[src/rtl/conv_weight_loader.sv]
// conv_weight_loader
//   Receives framed weight-update packets on a byte-wide valid/ready stream.
//   It buffers each packet and verifies its checksum. It then writes the full
//   FILTER_SIZE x FILTER_SIZE kernel into the weight memory of the selected
//   conv calc engine, one entry per cycle.
//   Frame: SYNC_BYTE, index, FILTER_SIZE^2 signed weights, checksum.
//   The checksum is the 8-bit sum of the index byte and all weight bytes.
// Ports:
//   clk, rst          clock, synchronous active-high reset
//   s_data/s_valid    input byte stream; s_ready is the loader's back-pressure
//   calc_weight_en    one-hot engine write enable (only during a commit)
//   calc_weight_addr  weight index shared by all engines
//   calc_weight_in    signed weight value shared by all engines
//   load_done         one-cycle pulse after a completed commit
//   load_err          one-cycle pulse on a rejected frame; err_code gives the
//                     reason (01 checksum, 10 bad index, 11 both)
//   filter_loaded     sticky per-engine "complete kernel received" flags
module conv_weight_loader #(
  parameter int unsigned DATA_BITS   = 8,
  parameter int unsigned FILTER_SIZE = 7,
  parameter int unsigned NUM_FILTERS = 4,
  parameter int unsigned ADDR_BITS   = 6,
  parameter logic [7:0]  SYNC_BYTE   = 8'hA5
) (
  input  logic                        clk,
  input  logic                        rst,
  input  logic [7:0]                  s_data,
  input  logic                        s_valid,
  output logic                        s_ready,
  output logic [NUM_FILTERS-1:0]      calc_weight_en,
  output logic [ADDR_BITS-1:0]        calc_weight_addr,
  output logic signed [DATA_BITS-1:0] calc_weight_in,
  output logic                        load_done,
  output logic                        load_err,
  output logic [1:0]                  err_code,
  output logic [NUM_FILTERS-1:0]      filter_loaded
);

  localparam int unsigned          NUM_W  = FILTER_SIZE * FILTER_SIZE;
  localparam logic [ADDR_BITS-1:0] LAST_K = ADDR_BITS'(NUM_W - 1);
  localparam logic [7:0]           NF_B   = 8'(NUM_FILTERS);

  typedef enum logic [2:0] {
    S_IDLE, S_INDEX, S_PAYLOAD, S_CHECK, S_COMMIT, S_DONE
  } state_t;

  state_t                      state_q;
  logic                        s_ready_q;
  logic [NUM_FILTERS-1:0]      en_q;
  logic [ADDR_BITS-1:0]        addr_q;
  logic signed [DATA_BITS-1:0] wdata_q;
  logic                        done_q;
  logic                        err_q;
  logic [1:0]                  code_q;
  logic [NUM_FILTERS-1:0]      loaded_q;
  logic [7:0]                  idx_q;
  logic                        bad_idx_q;
  logic [7:0]                  csum_q;
  logic [ADDR_BITS-1:0]        cnt_q;

  // Payload buffer: pure data, never reset; each accepted frame rewrites it all.
  logic signed [DATA_BITS-1:0] wbuf_q [2**ADDR_BITS];

  logic                        xfer;
  logic [ADDR_BITS-1:0]        addr_nxt;

  assign xfer     = s_valid && s_ready_q;
  assign addr_nxt = addr_q + 1'b1;

  function automatic logic [NUM_FILTERS-1:0] onehot(input logic [7:0] idx);
    logic [NUM_FILTERS-1:0] oh;
    oh = '0;
    for (int i = 0; i < NUM_FILTERS; i++) oh[i] = (idx == 8'(i));
    return oh;
  endfunction

  always_ff @(posedge clk) begin
    if (xfer && state_q == S_PAYLOAD) wbuf_q[cnt_q] <= DATA_BITS'(s_data);
  end

  always_ff @(posedge clk) begin
    if (rst) begin
      state_q   <= S_IDLE;
      s_ready_q <= 1'b1;
      en_q      <= '0;
      addr_q    <= '0;
      wdata_q   <= '0;
      done_q    <= 1'b0;
      err_q     <= 1'b0;
      code_q    <= 2'b00;
      loaded_q  <= '0;
      idx_q     <= '0;
      bad_idx_q <= 1'b0;
      csum_q    <= '0;
      cnt_q     <= '0;
    end else begin
      done_q <= 1'b0;
      err_q  <= 1'b0;
      code_q <= 2'b00;
      case (state_q)
        S_IDLE: begin
          // Anything other than the sync marker is dropped while hunting.
          if (xfer && s_data == SYNC_BYTE) state_q <= S_INDEX;
        end
        S_INDEX: begin
          if (xfer) begin
            idx_q     <= s_data;
            csum_q    <= s_data;
            bad_idx_q <= (s_data >= NF_B);
            cnt_q     <= '0;
            state_q   <= S_PAYLOAD;
          end
        end
        S_PAYLOAD: begin
          if (xfer) begin
            csum_q <= csum_q + s_data;
            cnt_q  <= cnt_q + 1'b1;
            if (cnt_q == LAST_K) state_q <= S_CHECK;
          end
        end
        S_CHECK: begin
          if (xfer) begin
            if (s_data == csum_q && !bad_idx_q) begin
              // First commit write is presented in the cycle right after
              // the checksum byte, so en covers exactly NUM_W cycles.
              state_q   <= S_COMMIT;
              s_ready_q <= 1'b0;
              en_q      <= onehot(idx_q);
              addr_q    <= '0;
              wdata_q   <= wbuf_q[0];
            end else begin
              state_q <= S_IDLE;
              err_q   <= 1'b1;
              code_q  <= {bad_idx_q, s_data != csum_q};
            end
          end
        end
        S_COMMIT: begin
          if (addr_q == LAST_K) begin
            en_q     <= '0;
            done_q   <= 1'b1;
            loaded_q <= loaded_q | onehot(idx_q);
            state_q  <= S_DONE;
          end else begin
            addr_q  <= addr_nxt;
            wdata_q <= wbuf_q[addr_nxt];
          end
        end
        S_DONE: begin
          s_ready_q <= 1'b1;
          state_q   <= S_IDLE;
        end
        default: state_q <= S_IDLE;
      endcase
    end
  end

  assign s_ready          = s_ready_q;
  assign calc_weight_en   = en_q;
  assign calc_weight_addr = addr_q;
  assign calc_weight_in   = wdata_q;
  assign load_done        = done_q;
  assign load_err         = err_q;
  assign err_code         = code_q;
  assign filter_loaded    = loaded_q;

endmodule

[config.mk]
export PLATFORM = sky130hd
export DESIGN_NAME = conv_weight_loader
export DESIGN_NICKNAME = d
export VERILOG_FILES = /design/src/rtl/conv_weight_loader.sv
export SDC_FILE = /design/constraint.sdc
export NUM_CORES = 1
export LEC_CHECK = 0
export CORE_MARGIN = 2
export CORE_UTILIZATION = 30
export CTS_CLUSTER_SIZE = 10
export DETAILED_ROUTE_END_ITERATION = 10
export SLEW_MARGIN = 20
export SYNTH_ARGS = -nofsm -noshare
export SYNTH_HDL_FRONTEND = slang
export SYNTH_SLANG_ARGS = --single-unit
export TNS_END_PERCENT = 30
[constraint.sdc]
create_clock -name clk -period 2.84 [get_ports clk]
set_input_delay 0.568 -clock clk [delete_from_list [all_inputs] [get_ports clk]]
set_output_delay 0.568 -clock clk [all_outputs]
set_load 0.05 [all_outputs]
==> impl_metrics.py <==
metrics = {
    "sta": {
        "finalCritPeriodShare_pct": 94.49,
        "finalSetupTns_ns": 0,
        "rsz0062_at_grt": "no",
        "worst_pin_slew_ns": 0.8411,
        "final.setup_skew_ns": 0.02355,
        "hold_viol_final": 0,
        "fmax_ghz": 0.3726,
        "setup_viol": 0,
        "layout_min_cycle_time_ns": 2.684,
        "slew_headroom_pct": 43.93,
        "finalMaxSlewViolations": 0,
    },
    "cts": {
        "clkTransAtPathRegs_ns": 0.06,
        "ctsHoldBuffers": 0,
        "h-tree-depth": 3,
        "cts_max_path_buffers": 3,
        "cts_sinks": 565,
        "cts-root-buf": "clkbuf_16",
        "cts_resized": 1,
        "post_cts_buffers": 0,
        "worstSkewPairLatency_ns": 0.61,
        "cts_tree": "built",
        "cts_buffers": 66,
    },
    "layout": {
        "final_area_um2": 27090,
        "nets": 1525,
        "drive_above_1_share_pct": 25.63,
        "fillerInstances": 6935,
        "diodes": 0,
        "area_growth_pct": 19.71,
    },
    "worst_setup_path": {
        "critical_path.slowest_cell": "dfxtp_4",
        "r2r_start": "calc_weight_addr[0]",
        "worstSetupEndpoint": "calc_weight_in[3]",
        "crit_type": "reg -> reg",
        "r2r_slack_ns": 0.16,
        "path_buf_inv": 2,
        "cp_slowest_stage_delay_ns": 0.47,
        "r2r-end": "calc_weight_in[3]",
        "critPathArrivalTime_ns": 3.18,
        "crit_start": "calc_weight_addr[0]",
        "crit_family": "simple AND/OR/NAND/NOR gates",
        "cp_common_cell": "nor3_1",
        "cp_num_cells": 9,
        "path_cells": "inv_1 -> ha_4 -> buf_4 -> mux4_2 -> nand2_1 -> a21oi_1 -> nor3_1 -> nor3_1 -> a22o_1",
        "worstPathMaxFanout": 15,
        "critPathLaunchType": "flip-flop",
        "cp.required_ns": 3.34,
        "worstRegToRegCells": 9,
        "worstSetupEndpointType": "flip-flop",
    },
    "place": {
        "hpwl_mm": 36.93,
        "place.gp.congestion": 0.8687,
        "post_dp_cell_area_um2": 25210,
        "io_buffer_count": 37,
    },
    "detailed_routing": {
        "totalWireLength_mm": 58.31,
        "ant_nets": 0,
        "drcViolationCount": 0,
        "firstDrtPassIters": 5,
        "via_per_inst": 5.032,
        "drt-wirelength-per-cell_um": 23.27,
        "drt-initial-drc-count": 1183,
        "vias": 12610,
    },
    "power_and_ir_drop": {
        "ir_drop_v": 0.0004439,
        "leakage_uw": 0.008638,
        "p_per_area_nw_per_um2": 626.4,
    },
    "yosys": {
        "synth_top_family_by_area": "multiplexers",
        "synth_common_cells": "512 x edfxtp_1, 128 x mux4_2, 119 x nand2_1",
        "synthMuxAreaShare_pct": 13.14,
        "netlist_area_um2": 22630,
        "ys_seq_area_share_pct": 72.62,
        "synthXorXnorAreaFrac_pct": 0.6468,
        "synth_top_area_share_pct": 67.93,
        "synth-edff-count": 512,
        "ys_types": 69,
        "synth-seq-cells": 565,
        "syn_avg_cell_area_um2": 17.29,
        "synthArstFlopShare_pct": 0,
        "ys.warnings.count": 0,
        "synthCells": 1309,
        "synth_fa_ha_area_share_pct": 0.6966,
        "synth-main-ff-cell": "edfxtp_1",
        "syn_nets": 1332,
        "synth_top_cell_by_area": "edfxtp_1",
        "yosysMostFrequentCell": "edfxtp_1",
        "synth-compound-area-share_pct": 4.284,
        "yosys.area_share.simple_pct": 6.485,
        "synthTopCellsByArea": "edfxtp_1 68%, mux4_2 13%, dfxtp_1 4.7%",
    },
    "floorplan": {
        "ios": 38,
        "core_area_um2": 74570,
        "die_w_um": 278.7,
        "row_count": 100,
        "dieArea_um2": 77660,
        "start_util_pct": 30.35,
        "die_h_um": 278.7,
    },
    "run": {
        "cap_violations": 0,
    },
    "grt": {
        "track_usage_pct": 14.99,
        "grt_max_degree": 72,
        "grt_pass1_wl_mm": 85.72,
        "grt_pass1_vias": 12940,
        "antenna_found_initial": 0,
        "grt-ovfl-total": 0,
    },
    "min_path": {
        "hold_class": "reg -> reg",
        "hold_depth": 2,
    },
    "status": {
        "outcome": "finished, final reports clean",
    },
}
-- per-stage QoR --
step	total power, uW	hold slack [ns]	utilization, %	setup slack, ns	cells
after global placement	9532	0.4428	33.80	-0.09189	2403
after CTS	17140	0.4600	36.33	0.09779	2506
final	16970	0.4567	36.33	0.1564	2506
after global routing	17460	0.4646	36.33	0.05267	2506
after floorplan	9331	0.4360	-	0.05058	1309
after detailed placement	9543	0.4525	33.80	-0.1654	2403
-- metal layers --
layer  vias to the layer above  track usage, %  routed length [um]
met2                       390           25.39               29330
met4                         0           6.259                1976
met1                      6611           19.05               23860
met3                        77           2.552                3140
li1                       5533               -                   -
met5                         -               0                   0
-- final cells by class --
class | count | area, um^2 | area share, %
Sequential cell | 565 | 16440 | 60.68
Multi-Input combinational cell | 629 | 5768 | 21.29
Clock buffer | 98 | 1824 | 6.733
Timing Repair Buffer | 197 | 1625 | 5.999
Tap cell | 969 | 1212 | 4.475
Inverter | 43 | 161.4 | 0.5957
Clock inverter | 5 | 62.56 | 0.2309
-- cell families (layout without fill, tap and decap cells) --
logic type               Yosys count  in the layout
AO/OA/AOI/OAI                    140            140
multiplexers                     137            137
adder cells (fa/ha/maj)           12             12
flip-flops                       565            565
AND/OR/NAND/NOR                  325            325
buffers and inverters            115            343
XOR/XNOR                          15             15
-- registers in the layout, indices dropped and copies added, names as in the netlist, 2 cells and up --
register / flops
wbuf_q: 512
calc_weight_addr: 6
idx_q: 8
calc_weight_en: 4
filter_loaded: 4
cnt_q: 6
calc_weight_in: 8
state_q: 3
csum_q: 8
err_code: 2
-- cells in the final DEF, fill, tap and decap left out, types with 9 or more instances in the layout --
cell type / n
edfxtp_1: 512
buf_4: 152
mux4_2: 128
nand2_1: 119
nor2_1: 108
clkbuf_16: 68
dfxtp_1: 52
a21oi_1: 47
inv_1: 43
clkbuf_1: 29
clkdlybuf4s50_1: 27
nand3_1: 25
o22ai_1: 15
nor3_1: 12
nor2b_1: 11
o32ai_1: 10
ha_1: 10
buf_2: 9
-- power by group --
part	switching [uW]	total, uW	internal, uW
combinational	221	285	63.6
sequential	11.9	9080	9070
clock	3180	7600	4420
-- how the worst min path moves through the flow --
stage	from	to	slack [ns]
6_report	idx_q[4]	idx_q[4]	0.46
3_3_place_gp	idx_q[2]	idx_q[2]	0.44
2_1_floorplan	idx_q[6]	idx_q[6]	0.44
5_1_grt	s_data[6]	wbuf_q[55][6]	0.46
4_1_cts	idx_q[4]	idx_q[4]	0.46
3_5_place_dp	idx_q[4]	idx_q[4]	0.45
-- worst reg2reg max path, cell delays in order, from the launching register on --
cell,delay [ns]
dfxtp_4,0.47
inv_1,0.11
ha_4,0.40
buf_4,0.32
mux4_2,0.34
nand2_1,0.10
a21oi_1,0.10
nor3_1,0.43
nor3_1,0.11
a22o_1,0.21
No activity file was read; power rests on OpenSTA's default activity.
